[config.mk]
export PLATFORM = sky130hd
export DESIGN_NAME = uart_receiver
export DESIGN_NICKNAME = d
export VERILOG_FILES = /design/src/rtl/uart_receiver.sv
export SDC_FILE = /design/constraint.sdc
export NUM_CORES = 1
export LEC_CHECK = 0
export ABC_AREA = 1
export BUFFER_PORTS_ARGS = -buffer_cell sky130_fd_sc_hd__buf_2
export CORE_MARGIN = 3
export CORE_UTILIZATION = 55
export DETAILED_ROUTE_END_ITERATION = 6
export PLACE_DENSITY_LB_ADDON = 0.1
export SLEW_MARGIN = 20
export SYNTH_ARGS = -nofsm -noshare
export SYNTH_HDL_FRONTEND = slang
export SYNTH_SLANG_ARGS = --single-unit
[constraint.sdc]
create_clock -name uart_clk -period 1.4 [get_ports uart_clk]
set_input_delay 0.14 -clock uart_clk [delete_from_list [all_inputs] [get_ports uart_clk]]
set_output_delay 0.14 -clock uart_clk [all_outputs]
set_load 0.01 [all_outputs]
[src/rtl/uart_receiver.sv]
// rtl/uart_receiver.sv - 8N1 UART receiver with 16x oversampling and 2-of-3 majority bit voting
//
// Recovers framed bytes from the asynchronous serial line and writes each good
// byte straight into the downstream receive FIFO. There is no backpressure.
//
// Ports:
//   uart_clk  in   sole clock, rising edge, OVERSAMPLE x baud
//   rst_n     in   asynchronous reset, active HIGH (1 = reset asserted)
//   uart_rxd  in   serial line, idle high, asynchronous to uart_clk
//   rf_data   out  last correctly framed byte (FIFO write data)
//   fr_wrreq  out  one-cycle FIFO write request per good frame
module uart_receiver #(
    parameter int OVERSAMPLE = 16,
    parameter int DATA_BITS  = 8
) (
    input  logic                 uart_clk,
    input  logic                 rst_n,
    input  logic                 uart_rxd,
    output logic [DATA_BITS-1:0] rf_data,
    output logic                 fr_wrreq
);

    localparam int TW = $clog2(OVERSAMPLE);
    localparam int BW = $clog2(DATA_BITS);

    // The tick counter is cleared on the edge that first sees the start bit, so
    // the counter value seen at edge D+n is n-1. Sampling at counter values
    // 6/7/8 therefore lands on edges D+16k+7/8/9 of each bit window.
    localparam logic [TW-1:0] TICK_S0  = TW'(OVERSAMPLE / 2 - 2);
    localparam logic [TW-1:0] TICK_S1  = TW'(OVERSAMPLE / 2 - 1);
    localparam logic [TW-1:0] TICK_DEC = TW'(OVERSAMPLE / 2);
    localparam logic [BW-1:0] BIT_LAST = BW'(DATA_BITS - 1);

    localparam logic [2:0] S_IDLE      = 3'd0;
    localparam logic [2:0] S_START     = 3'd1;
    localparam logic [2:0] S_DATA      = 3'd2;
    localparam logic [2:0] S_STOP      = 3'd3;
    localparam logic [2:0] S_WAIT_IDLE = 3'd4;

    logic                 sync1_q, sync2_q, rxd_prev_q;
    logic [2:0]           state_q, state_d;
    logic [TW-1:0]        tick_q, tick_d;
    logic [BW-1:0]        bit_q, bit_d;
    logic [DATA_BITS-1:0] shift_q, shift_d;
    logic                 samp_a_q, samp_a_d;
    logic                 samp_b_q, samp_b_d;
    logic [DATA_BITS-1:0] rf_data_q, rf_data_d;
    logic                 wrreq_q, wrreq_d;

    logic rxd_s;
    logic rxd_edge;
    logic vote;

    assign rxd_s    = sync2_q;
    assign rxd_edge = rxd_s ^ rxd_prev_q;
    // Third sample is taken live at the decision tick.
    assign vote     = (samp_a_q & samp_b_q) | (samp_a_q & rxd_s) | (samp_b_q & rxd_s);

    always_comb begin
        state_d   = state_q;
        tick_d    = tick_q;
        bit_d     = bit_q;
        shift_d   = shift_q;
        samp_a_d  = samp_a_q;
        samp_b_d  = samp_b_q;
        rf_data_d = rf_data_q;
        wrreq_d   = 1'b0;

        case (state_q)
            S_IDLE: begin
                if (!rxd_s) begin
                    state_d = S_START;
                    tick_d  = '0;
                    bit_d   = '0;
                end
            end
            S_START, S_DATA, S_STOP: begin
                tick_d = tick_q + TW'(1);
                if (tick_q == TICK_S0) samp_a_d = rxd_s;
                if (tick_q == TICK_S1) samp_b_d = rxd_s;
                // A line transition outside the sampling window marks a bit
                // boundary: restart the window there. At the nominal rate the
                // boundary coincides with the natural wrap, so nothing moves;
                // with a skewed sender it keeps samples centred across runs.
                if (rxd_edge && (tick_q < TICK_S0 || tick_q > TICK_DEC)) begin
                    tick_d = '0;
                end
                if (tick_q == TICK_DEC) begin
                    case (state_q)
                        S_START: state_d = vote ? S_IDLE : S_DATA;
                        S_DATA: begin
                            shift_d = {vote, shift_q[DATA_BITS-1:1]};
                            bit_d   = bit_q + BW'(1);
                            if (bit_q == BIT_LAST) state_d = S_STOP;
                        end
                        default: begin
                            // Leaving at mid-stop-bit lets a start bit that
                            // follows immediately be caught.
                            if (vote) begin
                                rf_data_d = shift_q;
                                wrreq_d   = 1'b1;
                                state_d   = S_IDLE;
                            end else begin
                                state_d   = S_WAIT_IDLE;
                            end
                        end
                    endcase
                end
            end
            S_WAIT_IDLE: begin
                if (rxd_s) state_d = S_IDLE;
            end
            default: state_d = S_IDLE;
        endcase
    end

    always_ff @(posedge uart_clk or posedge rst_n) begin
        if (rst_n) begin
            sync1_q    <= 1'b1;
            sync2_q    <= 1'b1;
            rxd_prev_q <= 1'b1;
            state_q    <= S_IDLE;
            tick_q     <= '0;
            bit_q      <= '0;
            shift_q    <= '0;
            samp_a_q   <= 1'b1;
            samp_b_q   <= 1'b1;
            rf_data_q  <= '0;
            wrreq_q    <= 1'b0;
        end else begin
            sync1_q    <= uart_rxd;
            sync2_q    <= sync1_q;
            rxd_prev_q <= sync2_q;
            state_q    <= state_d;
            tick_q     <= tick_d;
            bit_q      <= bit_d;
            shift_q    <= shift_d;
            samp_a_q   <= samp_a_d;
            samp_b_q   <= samp_b_d;
            rf_data_q  <= rf_data_d;
            wrreq_q    <= wrreq_d;
        end
    end

    assign rf_data  = rf_data_q;
    assign fr_wrreq = wrreq_q;

endmodule

-- Word-level counts from Yosys, hierarchy flattened
Cells that the tools add are included.
- register bits: 32
- output and inout port bits: 9
- logic and storage cells: 67
- $add $sub $neg: 2
- magnitude comparators: 2
- equal/unequal tests: 13
- mux-type cells: 19
- bitwise operators: 7
- reductions and logical operators: 13
- operator list (kind ; count):
    3-bit two-way mux ; 8
    3-bit one-hot mux with 2 select lines ; 2
    4-bit AND reduction ; 3
    3-bit one-hot mux with 3 select lines ; 1
    4-bit by 3-bit equality test with 1-bit output, second input constant ; 2
    4-bit two-way mux ; 2
    2-bit != test, second input constant ; 4
    4-bit one-hot mux with 2 select lines ; 1
    3-bit by 2-bit equality test with 1-bit output, second input constant ; 2
    3-bit equality test, second input constant ; 2
    2-bit AND reduction ; 3
    4-bit by 1-bit adder with 4-bit output, second input constant ; 1
    4-bit equality test, second input constant ; 1
    4-bit greater-than comparator, second input constant ; 1
    4-bit by 3-bit < comparator with 1-bit output, second input constant ; 1
    1-bit two-way mux ; 4
    3-bit by 1-bit adder with 3-bit output, second input constant ; 1
    1-bit bitwise AND ; 3
    3-bit by 1-bit equality test with 1-bit output, second input constant ; 1
    3-bit logical NOT ; 1
    3-bit != test, second input constant ; 1
    3-bit AND reduction ; 1
    3-bit OR reduction ; 1
    2-bit two-way mux ; 1
    7 further kinds ; 8

-- Longest topological paths before layout
- depth in word-level cells: 7
- mapped depth: 8
- depth with buffers taken out: 8

-- Least setup slack after synthesis
OpenSTA, ideal clock, no wires.
- path type: register to register
- from: register bit_q[0]
- to: register state_q[0]
- setup time: 0.121 ns
- arrival: 1.125 ns
- required time: 1.279 ns
- slack: 0.154 ns
- stages on the path, launching flop included: 8
- path buffers: 0
- clock period less this slack: 1.246 ns
- path through: dfrtp_1 ha_1 ha_1 nand3b_1 nand2_1 nor2_2 nand2_1 nand2_1
- cells in the longest elaborated chain, start to end: 3
- RTL lines (element ; line ; source):
    start, declared ; 43 ; logic [BW-1:0] bit_q, bit_d;
    start signal, assigned ; 136 ; bit_q <= bit_d;
    3-bit equality test ; 94 ; if (bit_q == BIT_LAST) state_d = S_STOP;
    3-bit != test (no source line) ; n/a ;
    4-bit AND reduction (no source line) ; n/a ;
    end signal, assigned ; 134 ; state_q <= state_d;
    end, declared ; 41 ; logic [2:0] state_q, state_d;
Every way passes these cells.
A chain may end at the register's enable or synchronous reset.

-- Final worst setup path
- from: register bit_q[1]
- to: register state_q[0]
Same word-level chain as after synthesis.

==> reports/qor.log <==
INFO  timing         timing.max_slew.rel_slack=81.08%
INFO  global_routing antenna_found_initial=0
INFO  routing        drt_first_iter_violations=55
INFO  critical_path  cell_chain_of_the_critical_path=ha_2 > ha_1 > nand3b_1 > nand2_2 > nor2_2 > nand2_1 > nand2_1
INFO  finish         mostFrequentLayoutCells=nand2_1, dfrtp_1, nand3_1
INFO  clock_network  worst_setup_hold_path_clk_slew=0.10ns
INFO  finish         finalNonFillerCells=233
INFO  yosys          synth_area_leaders=dfrtp_1, nand2_1, dfstp_2, nand3_1, ha_1
INFO  power          peakVddDrop=1198uV
INFO  global_routing pin_count_of_the_biggest_net_entering_global_routing=21
INFO  critical_path  startpoint_type=flip-flop
INFO  yosys          mappedNetlistArea=0.001579sqmm
INFO  finish         antennaDiodeCount=0
INFO  global_routing grt_pass1_wl=4871microns
INFO  routing        vias=1168
INFO  finish         final_net_count=209
INFO  critical_path  worst_path_most_repeated_cell=nand2_1
INFO  routing        remaining_drc_errors=0
INFO  placed_design  globalplace.congestion=0.9616
INFO  yosys          number_of_flops_mapped_to_enable_cells_by_yosys=0
INFO  yosys          synth_cell_type_count=23
INFO  timing         final.period_utilization=95.01%
INFO  routing        wl=2758microns
INFO  critical_path  critical_path.slowest_cell=dfrtp_1
INFO  routing        dr.pass1.iters=4
INFO  finish         area_growth=14.34%
INFO  timing         final_hold_fails=0
INFO  finish         layout_commonest_cell=nand2_1
INFO  clock_network  cts_sinks=32
INFO  critical_path  timing.critical_path.required=1.62ns
INFO  die            chipHeight=59.58microns
INFO  die            placementRows=18
INFO  timing         tightestPinTransition=0.2832ns
INFO  critical_path  timing.critical_path.fanout_max=3
INFO  critical_path  end_kind=flip-flop
INFO  clock_network  cts_buffers=5
INFO  hold_path      min-delay-path-class=in2async
INFO  clock_network  h_tree_depth=2
INFO  timing         finalWorstSetupSlack=0.06991ns
INFO  clock_network  worstSkewPairLatency=0.34ns
INFO  critical_path  slowest_delay=0.40ns
INFO  global_routing grt_use_total=18.63%
INFO  power          powerDensity=1457mW/mm^2
INFO  yosys          synthFlopType=dfrtp_1
INFO  timing         max_freq=0.7518GHz
INFO  timing         min_period=1.330ns
INFO  die            i_o_pin_total=12
INFO  global_routing globalRouteOverflowTotal=0
INFO  timing         hold_ws=0.3443ns
INFO  timing         clock-skew-final=0.009698ns
INFO  placed_design  place.detailed.hpwl=2020microns
INFO  yosys          synth_sequential_area_ratio=51.11%
INFO  job            drv_cap=0
INFO  critical_path  worst_ep_arrival_time=1.55ns
INFO  clock_network  cts_root_buffer=clkbuf_4
INFO  clock_network  max_buffers_root_to_sink=2
INFO  critical_path  crit_type=reg2reg
INFO  clock_network  tritoncts=yes
INFO  power          p_total=2.630mW
INFO  yosys          async_flop_share=100.0%
INFO  die            core_region_area=0.002613sqmm
INFO  yosys          synthCells=177
INFO  placed_design  placement.cell_area=0.001702sqmm
INFO  finish         final_layout_size_suffix_gt1_share=30.05%
INFO  die            initial_utilization=60.44%
INFO  yosys          syn-mean-instance-area=8.921squm
INFO  global_routing grt_pass1_vias=1142
INFO  timing         maxSlewViolCount=0
INFO  yosys          synthesis.nets=184
INFO  placed_design  pre_cts_slack=0.05641ns
INFO  die            die_area=0.003550sqmm
INFO  yosys          yosys_register_bits=32
INFO  yosys          yosys_warnings=0
INFO  routing        avgViaCountPerCell=5.013
INFO  critical_path  crit_family=simple AND/OR/NAND/NOR gates
INFO  finish         layout.cell_area.non_filler=0.001805sqmm
INFO  routing        antenna_left=0
INFO  power          leakagePower=1.028nW
INFO  critical_path  path_buf_inv=0
INFO  status         run_status=completed
INFO  yosys          netlist.area_leader.share=42.79%
INFO  routing        routedWlPerCell=11.84microns
INFO  placed_design  post-place-cells=222
INFO  yosys          synthDominantAreaCellType=dfrtp_1
INFO  die            die_width=59.58microns
INFO  placed_design  portBuffers=11
INFO  timing         setup_violators_final=0
-- through the flow --
step,util [%],setup TNS [ns]
floorplan,-,0
global placement,65.13,0
detailed placement,65.13,0
CTS,68.25,0
global route,69.11,-0.007260
finish,69.11,0
-- flip-flops by register name, summed over array words and instances (netlist names), 3 cells and up --
name / cells
rf_data: 8
tick_q: 4
bit_q: 3
shift_q: 8
state_q: 3
-- synth_stat cells (3+ instances only) --
cell type / n
nand2_1: 66
dfrtp_1: 27
nand3_1: 18
inv_1: 12
dfstp_2: 5
inv_2: 5
nor2_1: 5
ha_1: 4
nand2_4: 4
nor2_2: 4
o21ai_1: 4
nand2_2: 3
o21ai_0: 3
xor2_1: 3
-- worst min-delay path, cell delays in order --
cell and delay [ns]:
dlygate4sd3_1 0.53, buf_2 0.12, inv_1 0.06, buf_4 0.20
-- final timing paths --
kind	slack, ns	start	depth (start not counted)	to
min in group uart_clk	0.36	sync1_q	0	rxd_s
worst min register to register	0.36	sync1_q	0	rxd_s
worst max-delay path	0.07	bit_q[1]	7	state_q[0]
worst min-delay path	0.34	rst_n	4	tick_q[3]
worst max register to register	0.07	bit_q[1]	7	state_q[0]
max in group asynchronous	0.81	rst_n	4	bit_q[2]
-- cell type report --
cell class / count / area (sq um)
repair buffers: 18 / 112.6
well taps: 30 / 37.54
clock inverters: 2 / 10.01
clock buffers: 6 / 51.30
flip-flops and latches: 32 / 809.5
multi-input cells: 126 / 709.4
fillers: 215 / 807.0
inverters: 19 / 75.07
-- metal layers --
layer,global-route usage (%),share of wire [%]
met1,25.42,49
met2,27.15,45
met3,4.575,4.0
met4,10.13,2.4
met5,0,0
-- power by group --
part	internal (mW)	switching [mW]
combinational	0.305	0.613
clock	0.238	0.308
sequential	1.03	0.139
-- timing repair --
action                                  in CTS  in global routing
endpoints found under the setup margin       0                  7
hold buffers                                 2                  0
buffers inserted                             0                  1
resized for setup                            0                  6
hold endpoints to repair                    28                  0
-- cells by family (layout without fill, tap and decap cells) --
| logic type | Yosys count | count (layout) | share of synthesized area [%] |
|---|---|---|---|
| compound gates | 11 | 11 | 4.279 |
| xor+xnor | 3 | 3 | 1.664 |
| fa+ha+maj | 4 | 4 | 3.170 |
| buf+inv | 19 | 45 | 4.754 |
| flops | 32 | 32 | 51.11 |
| simple gates | 108 | 108 | 35.02 |
(Power assumes the default switching activity.)
